## src/rtl/arith_pkg.sv

```systemverilog
// Shared types and constants for the arith_unit datapath.
package arith_pkg;

   typedef enum logic [1:0] {
      OP_ADD_RCA = 2'd0,
      OP_ADD_CLA = 2'd1,
      OP_MUL     = 2'd2,
      OP_RSVD    = 2'd3
   } op_e;

   localparam int CLA_GROUP = 4;

endpackage

```

## src/rtl/cla_group4.sv

```systemverilog
// 4-bit carry-lookahead slice: two-level carries, group generate/propagate.
module cla_group4 (
   input  logic [3:0] a,
   input  logic [3:0] b,
   input  logic       cin,
   output logic [3:0] sum,
   output logic       g,
   output logic       p,
   output logic       cout
);

   logic [3:0] gen, prop;
   logic [3:0] c;

   assign gen  = a & b;
   assign prop = a ^ b;

   // Every internal carry is a flat sum of products of gen/prop/cin.
   assign c[0] = cin;
   assign c[1] = gen[0] | (prop[0] & cin);
   assign c[2] = gen[1] | (prop[1] & gen[0]) | (prop[1] & prop[0] & cin);
   assign c[3] = gen[2] | (prop[2] & gen[1]) | (prop[2] & prop[1] & gen[0])
               | (prop[2] & prop[1] & prop[0] & cin);

   assign g = gen[3] | (prop[3] & gen[2]) | (prop[3] & prop[2] & gen[1])
            | (prop[3] & prop[2] & prop[1] & gen[0]);
   assign p = &prop;

   assign sum  = prop ^ c;
   assign cout = g | (p & cin);

endmodule

```

## src/rtl/arith_unit.sv

```systemverilog
// Registered unsigned arithmetic unit: RCA add, CLA add, shift-and-add multiply.
// Define ARITH_XCHECK_EN to build the RCA-vs-CLA cross-check driving xcheck_err.
module arith_unit
   import arith_pkg::*;
#(
   parameter int WIDTH = 8
) (
   input  logic                 clk,
   input  logic                 reset,
   input  logic                 in_valid,
   input  logic [1:0]           op_sel,
   input  logic [WIDTH-1:0]     a,
   input  logic [WIDTH-1:0]     b,
   output logic                 out_valid,
   output logic [2*WIDTH-1:0]   result,
   output logic                 carry_out,
   output logic                 op_err,
   output logic                 xcheck_err
);

   localparam int NG = WIDTH / CLA_GROUP;

   op_e op;
   assign op = op_e'(op_sel);

   // Ripple-carry adder: one full adder per bit.
   logic [WIDTH-1:0] rca_sum;
   logic [WIDTH:0]   rca_c;

   always_comb begin
      rca_c   = '0;
      rca_sum = '0;
      for (int i = 0; i < WIDTH; i++) begin
         rca_sum[i]  = a[i] ^ b[i] ^ rca_c[i];
         rca_c[i+1]  = (a[i] & b[i]) | (rca_c[i] & (a[i] ^ b[i]));
      end
   end

   // Carry-lookahead adder: group carries come from each slice's G/P, so the
   // chain never loops back through a slice's own cin.
   logic [WIDTH-1:0] cla_sum;
   logic [NG-1:0]    grp_g, grp_p, grp_cout, grp_cin;
   logic             cla_co;
   logic             cout_unused;

   for (genvar gi = 0; gi < NG; gi++) begin : g_cla
      cla_group4 u_grp (
         .a    (a[gi*CLA_GROUP +: CLA_GROUP]),
         .b    (b[gi*CLA_GROUP +: CLA_GROUP]),
         .cin  (grp_cin[gi]),
         .sum  (cla_sum[gi*CLA_GROUP +: CLA_GROUP]),
         .g    (grp_g[gi]),
         .p    (grp_p[gi]),
         .cout (grp_cout[gi])
      );
   end

   always_comb begin
      grp_cin    = '0;
      grp_cin[0] = 1'b0;
      for (int gi = 0; gi < NG - 1; gi++) begin
         grp_cin[gi+1] = grp_g[gi] | (grp_p[gi] & grp_cin[gi]);
      end
   end

   assign cla_co      = grp_cout[NG-1];
   assign cout_unused = ^grp_cout;

   // Shift-and-add multiplier over the bits of b.
   logic [2*WIDTH-1:0] mul_prod;

   always_comb begin
      mul_prod = '0;
      for (int i = 0; i < WIDTH; i++) begin
         if (b[i]) mul_prod = mul_prod + ({{WIDTH{1'b0}}, a} << i);
      end
   end

   logic               out_valid_d, out_valid_q;
   logic [2*WIDTH-1:0] result_d, result_q;
   logic               carry_d, carry_q;
   logic               op_err_d, op_err_q;

   always_comb begin
      out_valid_d = in_valid;
      result_d    = result_q;
      carry_d     = carry_q;
      op_err_d    = op_err_q;
      if (in_valid) begin
         case (op)
            OP_ADD_RCA: begin
               result_d = {{WIDTH{1'b0}}, rca_sum};
               carry_d  = rca_c[WIDTH];
               op_err_d = 1'b0;
            end
            OP_ADD_CLA: begin
               result_d = {{WIDTH{1'b0}}, cla_sum};
               carry_d  = cla_co;
               op_err_d = 1'b0;
            end
            OP_MUL: begin
               result_d = mul_prod;
               carry_d  = 1'b0;
               op_err_d = 1'b0;
            end
            default: begin
               result_d = '0;
               carry_d  = 1'b0;
               op_err_d = 1'b1;
            end
         endcase
      end
   end

   always_ff @(posedge clk or negedge reset) begin
      if (!reset) begin
         out_valid_q <= 1'b0;
         result_q    <= '0;
         carry_q     <= 1'b0;
         op_err_q    <= 1'b0;
      end else begin
         out_valid_q <= out_valid_d;
         result_q    <= result_d;
         carry_q     <= carry_d;
         op_err_q    <= op_err_d;
      end
   end

   assign out_valid = out_valid_q;
   assign result    = result_q;
   assign carry_out = carry_q;
   assign op_err    = op_err_q;

`ifdef ARITH_XCHECK_EN
   // Diagnostic only: both adders are compared on every accepted operand pair.
   logic xcheck_d, xcheck_q;

   always_comb begin
      xcheck_d = xcheck_q;
      if (in_valid) xcheck_d = (rca_sum != cla_sum) || (rca_c[WIDTH] != cla_co);
   end

   always_ff @(posedge clk or negedge reset) begin
      if (!reset) xcheck_q <= 1'b0;
      else        xcheck_q <= xcheck_d;
   end

   assign xcheck_err = xcheck_q;
`else
   assign xcheck_err = 1'b0;
`endif

endmodule

```

## config.mk

```make
export PLATFORM = sky130hd
export DESIGN_NAME = arith_unit
export DESIGN_NICKNAME = d
export VERILOG_FILES = /design/src/rtl/arith_pkg.sv /design/src/rtl/cla_group4.sv /design/src/rtl/arith_unit.sv
export SDC_FILE = /design/constraint.sdc
export NUM_CORES = 1
export LEC_CHECK = 0
export ABC_AREA = 1
export ABC_CLOCK_PERIOD_IN_PS = 1060
export BUFFER_PORTS_ARGS = -buffer_cell sky130_fd_sc_hd__buf_2
export CAP_MARGIN = 20
export CORE_UTILIZATION = 65
export CTS_BUF_LIST = sky130_fd_sc_hd__clkbuf_4
export DETAILED_ROUTE_END_ITERATION = 12
export PLACE_DENSITY = 0.93
export SLEW_MARGIN = 5
export SYNTH_ARGS = -nofsm -noshare
export SYNTH_HDL_FRONTEND = slang
export SYNTH_SLANG_ARGS = --single-unit
export TNS_END_PERCENT = 5
```

## constraint.sdc

```tcl
create_clock -name clk -period 1.06 [get_ports clk]
set_input_delay 0.212 -clock clk [delete_from_list [all_inputs] [get_ports clk]]
set_output_delay 0.212 -clock clk [all_outputs]
set_load 0.02 [all_outputs]
```

==> flow_summary.json, run 1 <==
{
  "status": "stopped before the end",
  "failing_step": "clock tree synthesis",
  "stop_error": "[ERROR DPL-0038] Utilization greater than 100%, impossible to legalize",
  "synth_top_cells_by_area": "ha_1 (19%), nand2_1 (15%), dfrtp_1 (11%), inv_1 (8.2%), fa_1 (7.0%)",
  "synth_cell_type_count": 44,
  "die_h_microns": 83.4,
  "cts_buffer_depth": 2,
  "cts_max_level": 1,
  "num_rows": 29,
  "ys_seq_elements": 19,
  "dieWidth_microns": 83.4,
  "yosys_most_used_dff": "dfrtp_1",
  "async_reset_ff_share_pct": 100,
  "dpl-instance-area_sq_mm": 0.00594,
  "yosys-top-cells-count": "nand2_1 (167), inv_1 (94), ha_1 (66)",
  "synth_edf_count": 0,
  "cts_num_sinks": 19,
  "port_buffers": 39,
  "start_util_pct": 67.4,
  "netlist_area_sq_mm": 0.00431,
  "post_cts_resized": 162,
  "synth.most_common_cell": "nand2_1",
  "synth-seq-area-share_pct": 11.0,
  "place_hpwl_microns": 14500,
  "synth_top_area_share_pct": 19.2,
  "cts_hold_buf": 1,
  "clock-root-buffer": "clkbuf_4",
  "yosysWarnings": 0,
  "syn_inst": 645,
  "synth_top_area_cell": "ha_1",
  "pre_cts_ws_ns": -7.06,
  "numCtsBuffers": 3,
  "postSynthAreaPerCell_sq_um": 6.68,
  "postCtsSetupBuffers": 37,
  "place_congestion": 0.988,
  "synth_nets": 747,
  "ios": 41
}
==> kinds of logic after synthesis <==
kind of cell / after synthesis / synth area share, %
AOI/OAI and AO/OA: 102 / 14.1
xor gates and xnor gates: 22 / 4.48
adders and majority gates: 81 / 26.2
buffers and inverters: 111 / 10.8
other: 1 / 0.0871
DFF: 19 / 11.0
and+or+nand+nor: 309 / 33.3
==> per-stage QoR <==
stage / cells / utilization (%) / hold WS, ns / setup TNS, ns
after detailed placement: 913 / 92.9 / 0.154 / -77.19
after global placement: 913 / 92.9 / 0.148 / -69.76
after floorplan: 645 / - / -0.0836 / -65.64
==> run 2: changes to the inputs <==
- CORE_UTILIZATION: 65 -> 40
- CTS_BUF_LIST: sky130_fd_sc_hd__clkbuf_4 -> default
- PLACE_DENSITY: 0.93 -> default
- PLACE_DENSITY_LB_ADDON: default -> 0.15
==> run 2 against run 1 <==
The flow now finishes, with violations (negative setup slack). Synthesized cell count did not move. Synthesized area did not move.
==> flow_summary.json, run 2 <==
{
  "min_from": "in_valid",
  "holdPathStages": 2,
  "fin_cells": 1020,
  "ios": 41,
  "yosys_most_used_dff": "dfrtp_1",
  "numCtsBuffers": 3,
  "ys_seq_elements": 19,
  "setup_violations": 16,
  "synth_top_area_share_pct": 19.2,
  "final_common_cell": "buf_4",
  "crit_type": "in2reg",
  "die_area_sq_mm": 0.0112,
  "maxCapViolCount": 0,
  "ant_nets": 0,
  "finalNetCount": 987,
  "place_hpwl_microns": 10600,
  "worstPathRequired_ns": 1.20,
  "port_buffers": 39,
  "maxSlewViolCount": 0,
  "dieWidth_microns": 106,
  "detail_route.wl_per_cell_microns": 14.1,
  "clock_skew_ns": 0,
  "cp_top_family": "simple AND/OR/NAND/NOR gates",
  "largest_register_ffs": 16,
  "synth.most_common_cell": "nand2_1",
  "layout-drive-gt1-share_pct": 50.3,
  "fin_util_pct": 68.5,
  "yosysWarnings": 0,
  "crit_top_cell": "buf_4",
  "yosys-top-cells-count": "nand2_1 (167), inv_1 (94), ha_1 (66)",
  "cp-start-kind": "input pin",
  "hold_viol": 0,
  "synth_edf_count": 0,
  "p_leak_nw": 3.72,
  "cts_max_level": 1,
  "grt_max_degree": 20,
  "worst-path-buf-inv": 10,
  "grtUsageTotal_pct": 24.1,
  "power_density_mw_per_mm2": 1390,
  "core_area_sq_mm": 0.0104,
  "syn_inst": 645,
  "status": "finished, violations left",
  "critPathLaunch": "b[0]",
  "synth_top_area_cell": "ha_1",
  "cts_num_sinks": 19,
  "die_h_microns": 106,
  "synth-seq-area-share_pct": 11.0,
  "postSynthAreaPerCell_sq_um": 6.68,
  "async_reset_ff_share_pct": 100,
  "cp_slowest_cell": "ha_4",
  "drt_iter0_drc": 225,
  "grt_pass1_wl_microns": 22200,
  "mostFrequentLayoutCells": "buf_4 (203), nand2_1 (148), inv_1 (77)",
  "detail_route.wirelength_microns": 14400,
  "hold_path_class": "in2reg",
  "antenna_found_initial": 0,
  "slowest_delay_ns": 0.29,
  "fillerInstances": 804,
  "worstSkewPairLatency_ns": 0.25,
  "cts_tree": "yes",
  "period_minus_slack_ns": 7.18,
  "vias": 5116,
  "place_congestion": 0.938,
  "syn_to_final_growth_pct": 65.0,
  "end_kind": "flip-flop",
  "period_share_pct": 677,
  "grt.overflow.total": 0,
  "n_antenna_cell": 0,
  "dp.cells": 984,
  "synth_nets": 747,
  "r2r-start": "result[9]",
  "crit_cells": 52,
  "ir_drop_uv": 868,
  "synth_top_cells_by_area": "ha_1 (19%), nand2_1 (15%), dfrtp_1 (11%), inv_1 (8.2%), fa_1 (7.0%)",
  "netlist_area_sq_mm": 0.00431,
  "synth_cell_type_count": 44,
  "drt_pass1_iterations": 5,
  "num_rows": 37,
  "drc": 0,
  "worstPathArrival_ns": 7.32,
  "reg2reg_depth": 2,
  "violations": "negative setup slack",
  "vias_per_cell": 5.02,
  "max_freq_ghz": 0.139,
  "setup_ws_ns": -6.12,
  "cts_buffer_depth": 2,
  "clock-root-buffer": "clkbuf_8",
  "rsz0062_at_grt": "yes",
  "crit_fanout": 4,
  "start_util_pct": 41.5,
  "cts.clk_slew.worst_paths_ns": 0.06,
  "grt_pass1_vias": 4861
}
run 2: cell counts after synthesis:
Identical to the previous run, type by type.
run 2: through the flow:
stage               cell area (sq um)  hold slack [ns]  power, mW  setup slack, ns  setup TNS [ns]
CTS                              6450            0.247       8.31            -6.02          -65.22
detailed placement               6090            0.161       7.41            -6.50          -72.44
finish                           7100            0.256       9.84            -6.12          -66.09
floorplan                        4500          -0.0836       4.95            -6.00          -65.64
global placement                 6090            0.155       7.23            -6.40          -71.31
global route                     7100            0.256       10.7            -6.50          -70.34
run 2: cell families after synthesis:
kind of cell    after synthesis  share of synthesized area [%]
simple gates                309                           33.3
other cells                   1                         0.0871
buf+inv                     111                           10.8
compound gates              102                           14.1
xor+xnor                     22                           4.48
flops                        19                           11.0
fa+ha+maj                    81                           26.2
run 2: what timing repair did:
| item | in CTS | in global routing |
|---|---|---|
| hold buffers | 1 | 0 |
| gates resized for setup | 47 | 103 |
| setup endpoints to repair | 16 | 16 |
| pin swaps | 50 | 92 |
| setup buffers | 15 | 16 |
| gates cloned | 0 | 0 |
| endpoints found under the hold margin | 19 | 0 |
run 2: final cells by class:
cell class	instances	area, sq um	area share [%]
flip-flops and latches	19	475	6.69
multi-input cells	515	4230	59.5
clock buffers	4	45.0	0.634
well taps	136	170	2.40
repair buffers	247	1810	25.5
inverters	99	374	5.27
run 2: path summary, 6_finish.rpt:
| kind | endpoint | slack [ns] |
|---|---|---|
| hold reg to reg | result[7] | 0.47 |
| hold / removal | out_valid | 0.26 |
| max in group asynchronous | result[12] | 0.36 |
| setup / recovery | result[13] | -6.12 |
| setup reg to reg | result[9] | 0.33 |
| min in group asynchronous | result[3] | 0.42 |
run 2: power breakdown:
part | internal, mW | switching (mW) | leakage (nW)
clock | 0.267 | 0.218 | 0.0228
sequential | 0.833 | 0.0504 | 0.244
combinational | 4.37 | 4.11 | 3.46
run 2: routing by layer:
metal	up-vias	routed length [microns]	GRT usage (%)	part of all wire, %
met3	28	384	0.557	2.7
met5	-	0	0	0
li1	2585	-	-	-
met4	0	366	6.85	2.5
met2	110	7260	44.6	51
met1	2393	6350	30.5	44
No activity file was read; power rests on OpenSTA's default activity.
==> run 3: changes to the inputs <==
- MAX_ROUTING_LAYER: default -> met4
==> run 3 against run 2 <==
Critical path type unchanged. The run still ends with negative setup slack left. Core utilization is 1.1 points higher. Clock-buffer cell count unchanged. Clock skew did not move. Total power is 3.6% higher. Routed wire length rose by 3.0%.
==> flow_summary.json, run 3 (synthesized netlist as in run 2, its figures left out) <==
{
  "syn_to_final_growth_pct": 67.8,
  "final.setup.tns_ns": -66.19,
  "layout-drive-gt1-share_pct": 52.9,
  "cp_slowest_cell": "ha_4",
  "vias_per_cell": 5.01,
  "rrSetupSlack_ns": 0.33,
  "cp-start-kind": "input pin",
  "power_density_mw_per_mm2": 1410,
  "drc": 0,
  "cts_num_sinks": 19,
  "cts_tree": "yes",
  "die_h_microns": 106,
  "core_area_sq_mm": 0.0104,
  "pre_cts_ws_ns": -6.52,
  "violations": "negative setup slack",
  "period_minus_slack_ns": 7.16,
  "drt_iter0_drc": 228,
  "mostFrequentLayoutCells": "buf_4 (211), nand2_1 (146), inv_1 (72)",
  "num_rows": 37,
  "worst-path-buf-inv": 13,
  "grt_pass1_wl_microns": 23300,
  "vias": 5159,
  "n_antenna_cell": 0,
  "worstPathArrival_ns": 7.31,
  "place_congestion": 0.953,
  "antenna_found_initial": 0,
  "clock-root-buffer": "clkbuf_8",
  "hold_path_class": "in2reg",
  "slowest_delay_ns": 0.28,
  "end_kind": "flip-flop",
  "hold_viol": 0,
  "numCtsBuffers": 3,
  "grt_pass1_vias": 5111,
  "start_util_pct": 41.5,
  "port_buffers": 39,
  "setup_ws_ns": -6.10,
  "drt_pass1_iterations": 4,
  "clock_skew_ns": 0,
  "maxSlewViolCount": 0,
  "detail_route.wl_per_cell_microns": 14.4,
  "largest_register_ffs": 16,
  "die_area_sq_mm": 0.0112,
  "crit_fanout": 3,
  "worstPathRequired_ns": 1.21,
  "crit_type": "in2reg",
  "fin_total_pwr_mw": 10.2,
  "status": "finished, violations left",
  "dpl-instance-area_sq_mm": 0.00609,
  "detail_route.wirelength_microns": 14800,
  "rsz0062_at_grt": "yes",
  "fin_util_pct": 69.7,
  "fin_area_sq_mm": 0.00722,
  "cts_max_level": 1,
  "ios": 41,
  "ant_nets": 0,
  "max_freq_ghz": 0.140,
  "grt.overflow.total": 0,
  "setup_violations": 16,
  "p_leak_nw": 3.76,
  "cts_buffer_depth": 2,
  "final_common_cell": "buf_4",
  "worstSkewPairLatency_ns": 0.25,
  "place_hpwl_microns": 10700,
  "cts.clk_slew.worst_paths_ns": 0.07,
  "dieWidth_microns": 106,
  "grt_max_degree": 20,
  "maxCapViolCount": 0,
  "grtUsageTotal_pct": 26.2,
  "period_share_pct": 676,
  "crit_top_cell": "buf_4",
  "ir_drop_uv": 827,
  "cp_top_family": "simple AND/OR/NAND/NOR gates",
  "finalNetCount": 996
}
==> run 3: cell count changes in the layout (fill, tap and decap cells not counted), sizes merged <==
cell / delta
buf: +9
==> run 3: layer usage <==
metal  vias up  GRT usage [%]  share of wire, %  routed length, microns
met5         -              -                 0                       0
met4         0           7.64               3.1                     455
met3        36           1.05               2.6                     380
met2       109           47.4                50                    7450
met1      2420           31.4                44                    6510
li1       2594              -                 -                       -
==> run 3: final cells by class <==
| type | count | area (sq um) |
|---|---|---|
| multi-input cells | 515 | 4280 |
| fillers | 818 | 3150 |
| repair buffers | 256 | 1880 |
| flip-flops and latches | 19 | 475 |
| inverters | 99 | 377 |
| well taps | 136 | 170 |
| clock buffers | 4 | 45.0 |
==> run 3: stage by stage <==
stage / cells / hold slack, ns
detailed placement: 984 / 0.162
global placement: 984 / 0.155
global route: 1029 / 0.270
floorplan: 645 / -0.0836
CTS: 1018 / 0.249
finish: 1029 / 0.256
==> run 3: repair_timing <==
action	CTS	global route
pin swaps	88	83
setup endpoints to repair	16	16
hold endpoints to repair	19	0
setup buffers	29	12
hold buffers	1	0
resized for setup	93	82
==> run 3: final timing paths <==
path | cells past startpoint | from | to
worst min register to register | 2 | result[14] | result[14]
worst max-delay path | 53 | a[1] | result[13]
min in group asynchronous | 2 | reset | result[7]
worst min-delay path | 2 | in_valid | out_valid
worst max register to register | 2 | result[9] | result[9]
max in group asynchronous | 2 | reset | result[5]
==> run 3: power by group <==
part	internal [mW]	leakage, nW	switching, mW
sequential	0.833	0.244	0.0504
clock	0.267	0.0228	0.224
combinational	4.56	3.50	4.26
==> run 3: worst register-to-register path, cell delays in order (launching register included) <==
cell and delay, ns:
dfrtp_1 0.37, a22oi_1 0.18, nand2_1 0.07
==> run 4: changes to the inputs <==
- TNS_END_PERCENT: 5 -> default
==> run 4 against run 3 <==
Flip-flop and latch count did not move. First-iteration DRC count down 11%. The run still ends with negative setup slack left. Die area stayed put. Clock power up 2%. Highest routed layer unchanged. Maximum frequency is 0.78% lower. Critical path depth shrank 2.
==> flow_summary.json, run 4 (synthesized netlist as in run 2, its figures left out) <==
{
  "layout-drive-gt1-share_pct": 55.0,
  "hold_viol": 0,
  "place_hpwl_microns": 10800,
  "cts.clk_slew.worst_paths_ns": 0.07,
  "largest_register_ffs": 16,
  "grtUsageTotal_pct": 26.8,
  "cts_max_level": 1,
  "n_antenna_cell": 0,
  "slowest_delay_ns": 0.33,
  "cp_top_family": "compound AO/OA/AOI/OAI gates",
  "num_rows": 37,
  "grt_pass1_vias": 5353,
  "wl_met1_microns": 6610,
  "period_share_pct": 681,
  "die_h_microns": 106,
  "drt_iter0_drc": 202,
  "fin_cells": 1040,
  "cts_buffer_depth": 2,
  "detail_route.wl_per_cell_microns": 14.7,
  "rrSetupSlack_ns": 0.31,
  "p_comb_share_pct": 87.4,
  "cts_tree": "yes",
  "met2_length_microns": 7730,
  "p_sw_share_pct": 44.5,
  "period_minus_slack_ns": 7.22,
  "power_frac_clock_pct": 4.6,
  "ir_drop_uv": 1120,
  "grt.overflow.total": 0,
  "syn_to_final_growth_pct": 74.0,
  "cts_num_sinks": 19,
  "internal_power_mw": 6.12,
  "worstSkewPairLatency_ns": 0.26,
  "rsz0062_at_grt": "yes",
  "cp_slowest_cell": "ha_1",
  "power_density_mw_per_mm2": 1470,
  "die_area_sq_mm": 0.0112,
  "core_area_sq_mm": 0.0104,
  "holdPathStages": 2,
  "hold_slack_ns": 0.247,
  "fin_util_pct": 72.2,
  "status": "finished, violations left",
  "port_buffers": 39,
  "clock-root-buffer": "clkbuf_8",
  "p_sw_mw": 4.90,
  "end_kind": "flip-flop",
  "start_util_pct": 41.5,
  "setup_ws_ns": -6.16,
  "finalNetCount": 1007,
  "worstPathRequired_ns": 1.26,
  "detail_route.wirelength_microns": 15300,
  "drc": 0,
  "crit_type": "in2reg",
  "wl_met3_microns": 419,
  "highest_layer": "met4",
  "ios": 41,
  "r2r-start": "result[11]",
  "numCtsBuffers": 3,
  "vias_per_cell": 5.02,
  "reg2reg_depth": 4,
  "ant_nets": 0,
  "dp.cells": 984,
  "antenna_found_initial": 0,
  "r2r-end": "result[11]",
  "final_common_cell": "buf_4",
  "worstPathArrival_ns": 7.42,
  "p_leak_nw": 3.86,
  "violations": "negative setup slack",
  "maxSlewViolCount": 0,
  "vias": 5220,
  "worst-path-buf-inv": 6,
  "cp-start-kind": "input pin",
  "hold_path_class": "in2reg",
  "max_freq_ghz": 0.139,
  "clock_skew_ns": 0,
  "grt_max_degree": 20,
  "grt_pass1_wl_microns": 24000,
  "fin_area_sq_mm": 0.00749,
  "sequentialPowerShare_pct": 8.0,
  "mostFrequentLayoutCells": "buf_4 (217), nand2_1 (139), inv_1 (72)",
  "dieWidth_microns": 106,
  "crit_top_cell": "ha_4",
  "setup_violations": 16,
  "dpl-instance-area_sq_mm": 0.00617,
  "min_to": "out_valid",
  "min_from": "in_valid",
  "drt_pass1_iterations": 4,
  "place_congestion": 0.882,
  "crit_fanout": 4,
  "maxCapViolCount": 0
}
## run 4: cell count changes in the layout (fill, tap and decap cells not counted), moves of 4 or more
cell	previous run	this run
buf_6	5	9
nand2_4	7	12
nand2_1	146	139
buf_4	211	217
## run 4: power by group through the flow
stage | combinational (mW) | sequential (mW) | clock [mW]
after floorplan | 4.03 | 1.04 | 0
after detailed placement | 6.69 | 0.899 | 0
after global routing | 10.5 | 0.898 | 0.522
after CTS | 8.08 | 0.886 | 0.501
after global placement | 6.47 | 0.894 | 0
final | 9.64 | 0.884 | 0.503
## run 4: worst max-delay path by stage
| stage | cells after the start | endpoint | slack [ns] | start |
|---|---|---|---|---|
| 2_1_floorplan | 53 | result[13] | -6.00 | b[0] |
| 3_3_place_gp | 51 | result[14] | -6.33 | b[0] |
| 3_5_place_dp | 52 | result[14] | -6.52 | a[2] |
| 4_1_cts | 50 | result[14] | -5.92 | a[1] |
| 5_1_grt | 51 | result[13] | -6.57 | a[1] |
| 6_report | 51 | result[13] | -6.16 | a[1] |
## run 4: layout make-up
| cell class | count | area (sq um) |
|---|---|---|
| Timing Repair Buffer | 267 | 2000 |
| Fill cell | 766 | 2880 |
| Inverter | 99 | 382 |
| Sequential cell | 19 | 475 |
| Tap cell | 136 | 170 |
| Clock buffer | 4 | 45.0 |
| Multi-Input combinational cell | 515 | 4420 |
## run 4: through the flow
step	setup TNS, ns	setup WS, ns	total power [mW]
global route	-69.08	-6.57	11.9
finish	-65.21	-6.16	11.0
global placement	-69.98	-6.33	7.36
detailed placement	-71.74	-6.52	7.59
floorplan	-64.56	-6.00	5.07
CTS	-63.95	-5.92	9.47
## run 4: what timing repair did
item | in CTS | in global routing
setup endpoints to repair | 16 | 16
hold endpoints to repair | 19 | 0
gates resized for setup | 101 | 92
setup buffers | 42 | 16
pin swaps | 97 | 90
hold buffers | 1 | 0
## run 4: routing by layer
layer | vias to the layer above | track usage (%)
li1 | 2614 | -
met1 | 2455 | 31.3
met2 | 108 | 49.4
met3 | 43 | 0.989
met4 | 0 | 8.13
met5 | - | -
